==> config.mk <==
export PLATFORM = sky130hd
export DESIGN_NAME = core_mem_arbiter
export DESIGN_NICKNAME = d
export VERILOG_FILES = /design/src/rtl/core_mem_arbiter.sv
export SDC_FILE = /design/constraint.sdc
export NUM_CORES = 1
export LEC_CHECK = 0
export ABC_AREA = 0
export BUFFER_PORTS_ARGS = -buffer_cell sky130_fd_sc_hd__buf_2
export CELL_PAD_IN_SITES_DETAIL_PLACEMENT = 1
export CELL_PAD_IN_SITES_GLOBAL_PLACEMENT = 2
export CORE_MARGIN = 2
export CORE_UTILIZATION = 26
export DETAILED_ROUTE_END_ITERATION = 12
export PLACE_DENSITY = 0.91
export SKIP_LAST_GASP = 1
export SLEW_MARGIN = 20
export SYNTH_ARGS = -nofsm -noshare
export SYNTH_HDL_FRONTEND = slang
export SYNTH_SLANG_ARGS = --single-unit
==> constraint.sdc <==
create_clock -name clk -period 5.05 [get_ports clk]
set_input_delay 0 -clock clk [delete_from_list [all_inputs] [get_ports clk]]
set_output_delay 0 -clock clk [all_outputs]
set_load 0.005 [all_outputs]
==> src/rtl/core_mem_arbiter.sv <==
// ---------------------------------------------------------------------------
// core_mem_arbiter
//
// Round-robin arbiter between CORES per-core cache request ports and a single
// memory request/response port. One byte-wide read or write is granted at a
// time, issued to memory, and its completion (plus read data) is returned to
// the granted core. Exactly one transaction is outstanding at any time.
//
// Parameters:
//   CORES   number of requesting cores (>= 2, any value, not only powers of 2)
//   ADDR_W  byte address width
//   CW      core index width, $clog2(CORES)
//
// Ports:
//   clk              system clock, rising edge
//   rst              synchronous active-low reset
//   core_req_valid   per-core request pending
//   core_req_we      per-core write enable (1 = write, 0 = read)
//   core_req_addr    per-core byte address
//   core_req_wdata   per-core write byte
//   core_req_ready   one-hot accept pulse, request captured on this edge
//   core_resp_valid  one-hot one-cycle completion pulse
//   core_resp_data   read data shared by all cores, valid with core_resp_valid
//   mem_req_valid    request to memory
//   mem_req_ready    memory accepts request
//   mem_req_we       captured write enable
//   mem_req_addr     captured address
//   mem_req_wdata    captured write byte
//   mem_resp_valid   memory completion (reads and writes)
//   mem_resp_data    memory read data
//   busy             arbiter not idle
//   grant_id         index of the current or last granted core
// ---------------------------------------------------------------------------
module core_mem_arbiter #(
    parameter int  CORES  = 3,
    parameter int  ADDR_W = 32,
    localparam int CW     = $clog2(CORES)
) (
    input  logic                          clk,
    input  logic                          rst,
    input  logic [CORES-1:0]              core_req_valid,
    input  logic [CORES-1:0]              core_req_we,
    input  logic [CORES-1:0][ADDR_W-1:0]  core_req_addr,
    input  logic [CORES-1:0][7:0]         core_req_wdata,
    output logic [CORES-1:0]              core_req_ready,
    output logic [CORES-1:0]              core_resp_valid,
    output logic [7:0]                    core_resp_data,
    output logic                          mem_req_valid,
    input  logic                          mem_req_ready,
    output logic                          mem_req_we,
    output logic [ADDR_W-1:0]             mem_req_addr,
    output logic [7:0]                    mem_req_wdata,
    input  logic                          mem_resp_valid,
    input  logic [7:0]                    mem_resp_data,
    output logic                          busy,
    output logic [CW-1:0]                 grant_id
);

    typedef enum logic [1:0] {
        ST_IDLE  = 2'd0,
        ST_ISSUE = 2'd1,
        ST_WAIT  = 2'd2
    } state_t;

    state_t           state;
    state_t           next_state;
    logic [CW-1:0]    rr_ptr;
    logic [CW-1:0]    sel;
    logic             any_valid;
    logic [CORES-1:0] sel_onehot;
    logic             accept;
    logic             complete;

    // Round-robin selection: scan rr_ptr, rr_ptr+1, ... with an explicit
    // modulo-CORES wrap so non-power-of-two core counts never select a
    // nonexistent core.
    always_comb begin : sel_proc
        int idx;
        idx       = 0;
        any_valid = 1'b0;
        sel       = '0;
        for (int i = 0; i < CORES; i++) begin
            idx = int'(rr_ptr) + i;
            if (idx >= CORES) begin
                idx = idx - CORES;
            end
            if (!any_valid && core_req_valid[idx]) begin
                any_valid = 1'b1;
                sel       = CW'(idx);
            end
        end
    end

    assign sel_onehot = {{(CORES-1){1'b0}}, 1'b1} << sel;

    // State register.
    always_ff @(posedge clk) begin
        if (!rst) begin
            state <= ST_IDLE;
        end else begin
            state <= next_state;
        end
    end

    // Next-state logic and the combinational accept pulse. Ready is gated by
    // rst so no core believes its request was taken during reset.
    always_comb begin
        next_state     = state;
        core_req_ready = '0;
        accept         = 1'b0;
        complete       = 1'b0;
        case (state)
            ST_IDLE: begin
                if (rst && any_valid) begin
                    accept         = 1'b1;
                    core_req_ready = sel_onehot;
                    next_state     = ST_ISSUE;
                end
            end
            ST_ISSUE: begin
                if (mem_req_ready) begin
                    next_state = ST_WAIT;
                end
            end
            ST_WAIT: begin
                if (mem_resp_valid) begin
                    complete   = 1'b1;
                    next_state = ST_IDLE;
                end
            end
            default: begin
                next_state = ST_IDLE;
            end
        endcase
    end

    // Datapath: request fields are captured only on an accept edge so they
    // stay stable however the requesters behave during ISSUE/WAIT. The
    // completion pulse is registered, landing one cycle after mem_resp_valid.
    always_ff @(posedge clk) begin
        if (!rst) begin
            rr_ptr          <= '0;
            grant_id        <= '0;
            mem_req_we      <= 1'b0;
            mem_req_addr    <= '0;
            mem_req_wdata   <= '0;
            core_resp_valid <= '0;
            core_resp_data  <= '0;
        end else begin
            core_resp_valid <= '0;
            if (accept) begin
                grant_id      <= sel;
                mem_req_we    <= core_req_we[sel];
                mem_req_addr  <= core_req_addr[sel];
                mem_req_wdata <= core_req_wdata[sel];
                rr_ptr        <= (sel == CW'(CORES - 1)) ? '0 : sel + 1'b1;
            end
            if (complete) begin
                core_resp_valid <= {{(CORES-1){1'b0}}, 1'b1} << grant_id;
                core_resp_data  <= mem_resp_data;
            end
        end
    end

    assign mem_req_valid = (state == ST_ISSUE);
    assign busy          = (state != ST_IDLE);

endmodule

==> results.md <==
- Status: finished, final reports clean
- Power per cell area: 578 nW/µm²
- 1st-iter DRT viols: 180
- Max-cap check violation count: 0
- Leak: 2.26 nW
- Cells after synthesis: 409
- Initial antenna violation count: 0
- Critical R2R Capture: mem_req_wdata[2]
- Reg-to-reg startpoint: rr_ptr[0]
- Worst EP required: 5.20 ns
- Mapped Area: 3480 µm²
- Design area: 5250 µm²
- Chip Width: 120 µm
- Antenna-violating nets left: 0
- H-tree levels: 3
- Top_reg_cell synth: dfxtp_1
- Post-CTS setup buffers: 0
- Dpl ws: 1.63 ns
- WL/cell: 17.8 µm
- Highest Signal Layer: met4
- FMAX: 291 MHz
- Routed wire length: 14100 µm
- Fin crit period: 3.44 ns
- Slew Viols, Final: 0
- Largest fanout on the critical path: 43
- Clock root buffer master: clkbuf_16
- M1 WL: 5980 µm
- CTS sink count: 58
- Final setup TNS: 0 ns
- # diodes: 0
- Num rows: 42
- R2R cell count: 7
- Maximum VDD drop: 0.260 mV
- Period utilization: 68.0%
- Clk_lat worst skew: 0.32 ns
- Final Power: 0.00303 W
- Measured slew at the worst slew-check pin: 1.09 ns
- Worst hold slack: 0.00215 ns
- Clock buffer depth: 2
- Largest net degree at the start of global routing: 58
- Port Buffers: 196
- Die Area: 14300 µm²
- Area added between synthesis and finish: 51.0%
- Routed length on met2: 7270 µm
- Total number of vias: 4195
- Final hold vios: 0
- Critical path type: reg2reg
- Met3 routed WL: 696 µm
- Die height: 120 µm
- Yosys warnings: 0
- Ports: 197
- Placeable Area: 13100 µm²
- Post-route DRC violation count: 0
- Layout cell share with drive strength beyond 1: 39.7%
- Syn Area/Cell: 8.50 µm²
- CP Capture Type: register
- Post-cts sizing count: 0
- Flop2flop setup slack: 1.61 ns
- Worst min path class: in2reg
- Initial DRT Pass Iterations: 4
- Vias in the first global route: 4367
- RD Place Congestion: 0.835
- EDFF count, synth: 0
- Global-route wire length before repair: 22100 µm
- Clock Skew: 0.00655 ns
- Starting Density: 26.5%
- HPWL after DPL: 9340 µm
- GRT overflow: 0
- Seq cells post-synth: 58
- Reg clk slew, reported paths: 0.05 ns
- Worst Setup Start Kind: register
- Placed cell areas: 4520 µm²
- Hold EP: mem_req_wdata[4]
- CTS tree: built
- FILL cells: 1614
- Register area share after synthesis: 33.4%
- Tot GR Track Use: 19.2%
- Hold path start: core_req_wdata[4]
- Final #Nets: 752
- Hold buffers post-CTS: 37
- Hold depth: 3
- Data arrival, critical path: 3.59 ns
- Cell variety after synth: 38
- Vias per cell: 5.30
- RSZ-0062 raised after global routing: false
- Synthesized Nets: 551
- Final setup vio count: 0
- Ys async rst share: 0%
- TritonCTS buffer count: 9
- Relative slew slack: 27.5%
- Setup ws final: 1.61 ns
cell usage after synthesis (5+ instances only):
| cell type | instances | area, µm² |
|---|---|---|
| a221oi_1 | 41 | 359 |
| buf_6 | 6 | 67.6 |
| nand2_1 | 67 | 251 |
| o22ai_2 | 18 | 225 |
| and2_1 | 41 | 257 |
| o22ai_1 | 26 | 163 |
| a21oi_1 | 5 | 25.0 |
| dfxtp_1 | 58 | 1160 |
| clkbuf_1 | 41 | 154 |
| nor2_1 | 7 | 26.3 |
| a21boi_0 | 9 | 67.6 |
| nand2b_1 | 6 | 37.5 |
| o221ai_1 | 41 | 359 |
registers in the layout (all words and copies together), names as in the netlist:
name / flops
core_resp_data: 8
core_resp_valid: 3
grant_id: 2
mem_req_addr: 32
mem_req_wdata: 8
mem_req_we: 1
rr_ptr: 2
state: 2
critical path, cell delays in order (launching register included):
cell,delay [ns]
dfxtp_1,0.39
inv_1,0.09
ha_1,0.39
nand2b_1,0.22
nand2_1,0.10
a2111o_1,0.82
o21a_2,1.01
o22ai_1,0.24
where the power goes:
group          internal (W)  total [W]  switching, W  leakage, nW
logic              0.000643    0.00167       0.00103         1.62
registers          0.000589   0.000665     0.0000761        0.477
clock network      0.000481   0.000698      0.000217        0.160
total               0.00171    0.00303       0.00132         2.26
worst max path at each step:
stage / startpoint / endpoint / cells past startpoint
after floorplan: rr_ptr[1] / mem_req_addr[0] / 11
after global placement: rr_ptr[0] / mem_req_wdata[0] / 7
after detailed placement: rr_ptr[0] / mem_req_wdata[2] / 7
after CTS: rr_ptr[0] / mem_req_wdata[2] / 7
after global routing: rr_ptr[0] / mem_req_wdata[2] / 7
final: rr_ptr[0] / mem_req_wdata[2] / 7
metrics by stage:
step | util, % | std cells
global route | 40.0 | 791
floorplan | - | 409
global placement | 34.4 | 737
finish | 40.0 | 791
detailed placement | 34.4 | 737
CTS | 39.8 | 790
cells by family after synthesis:
logic type | after synthesis | synth area share (%)
adder cells (fa/ha/maj) | 4 | 1.44
AO/OA/AOI/OAI | 153 | 37.2
multiplexers | 3 | 1.01
buffers and inverters | 52 | 6.94
flip-flops | 58 | 33.4
AND/OR/NAND/NOR | 139 | 20.0
cells in the final DEF (no fill, tap or decap), drive strengths merged, types with 5 or more instances in the layout:
cell type,instances
buf,201
nand2,67
dfxtp,58
o22ai,44
and2,42
a221oi,41
o221ai,41
dlygate4sd3,37
clkbuf,11
a21boi,9
nor2,7
nand2b,6
a21oi,5
per-layer routing:
| metal | vias up | track usage [%] |
|---|---|---|
| met5 | - | 0 |
| met4 | 0 | 4.12 |
| met3 | 16 | 4.18 |
| met2 | 135 | 35.1 |
| met1 | 2061 | 22.8 |
| li1 | 1983 | - |
layout make-up:
type / count / area, µm² / share of cell area, %
Clock inverter: 5 / 103 / 1.95
Timing Repair Buffer: 238 / 1400 / 26.7
Multi-Input combinational cell: 299 / 2120 / 40.3
Inverter: 4 / 15.0 / 0.286
Clock buffer: 11 / 233 / 4.43
Tap cell: 176 / 220 / 4.19
Sequential cell: 58 / 1160 / 22.1
Power figures use the tool's default switching activity.
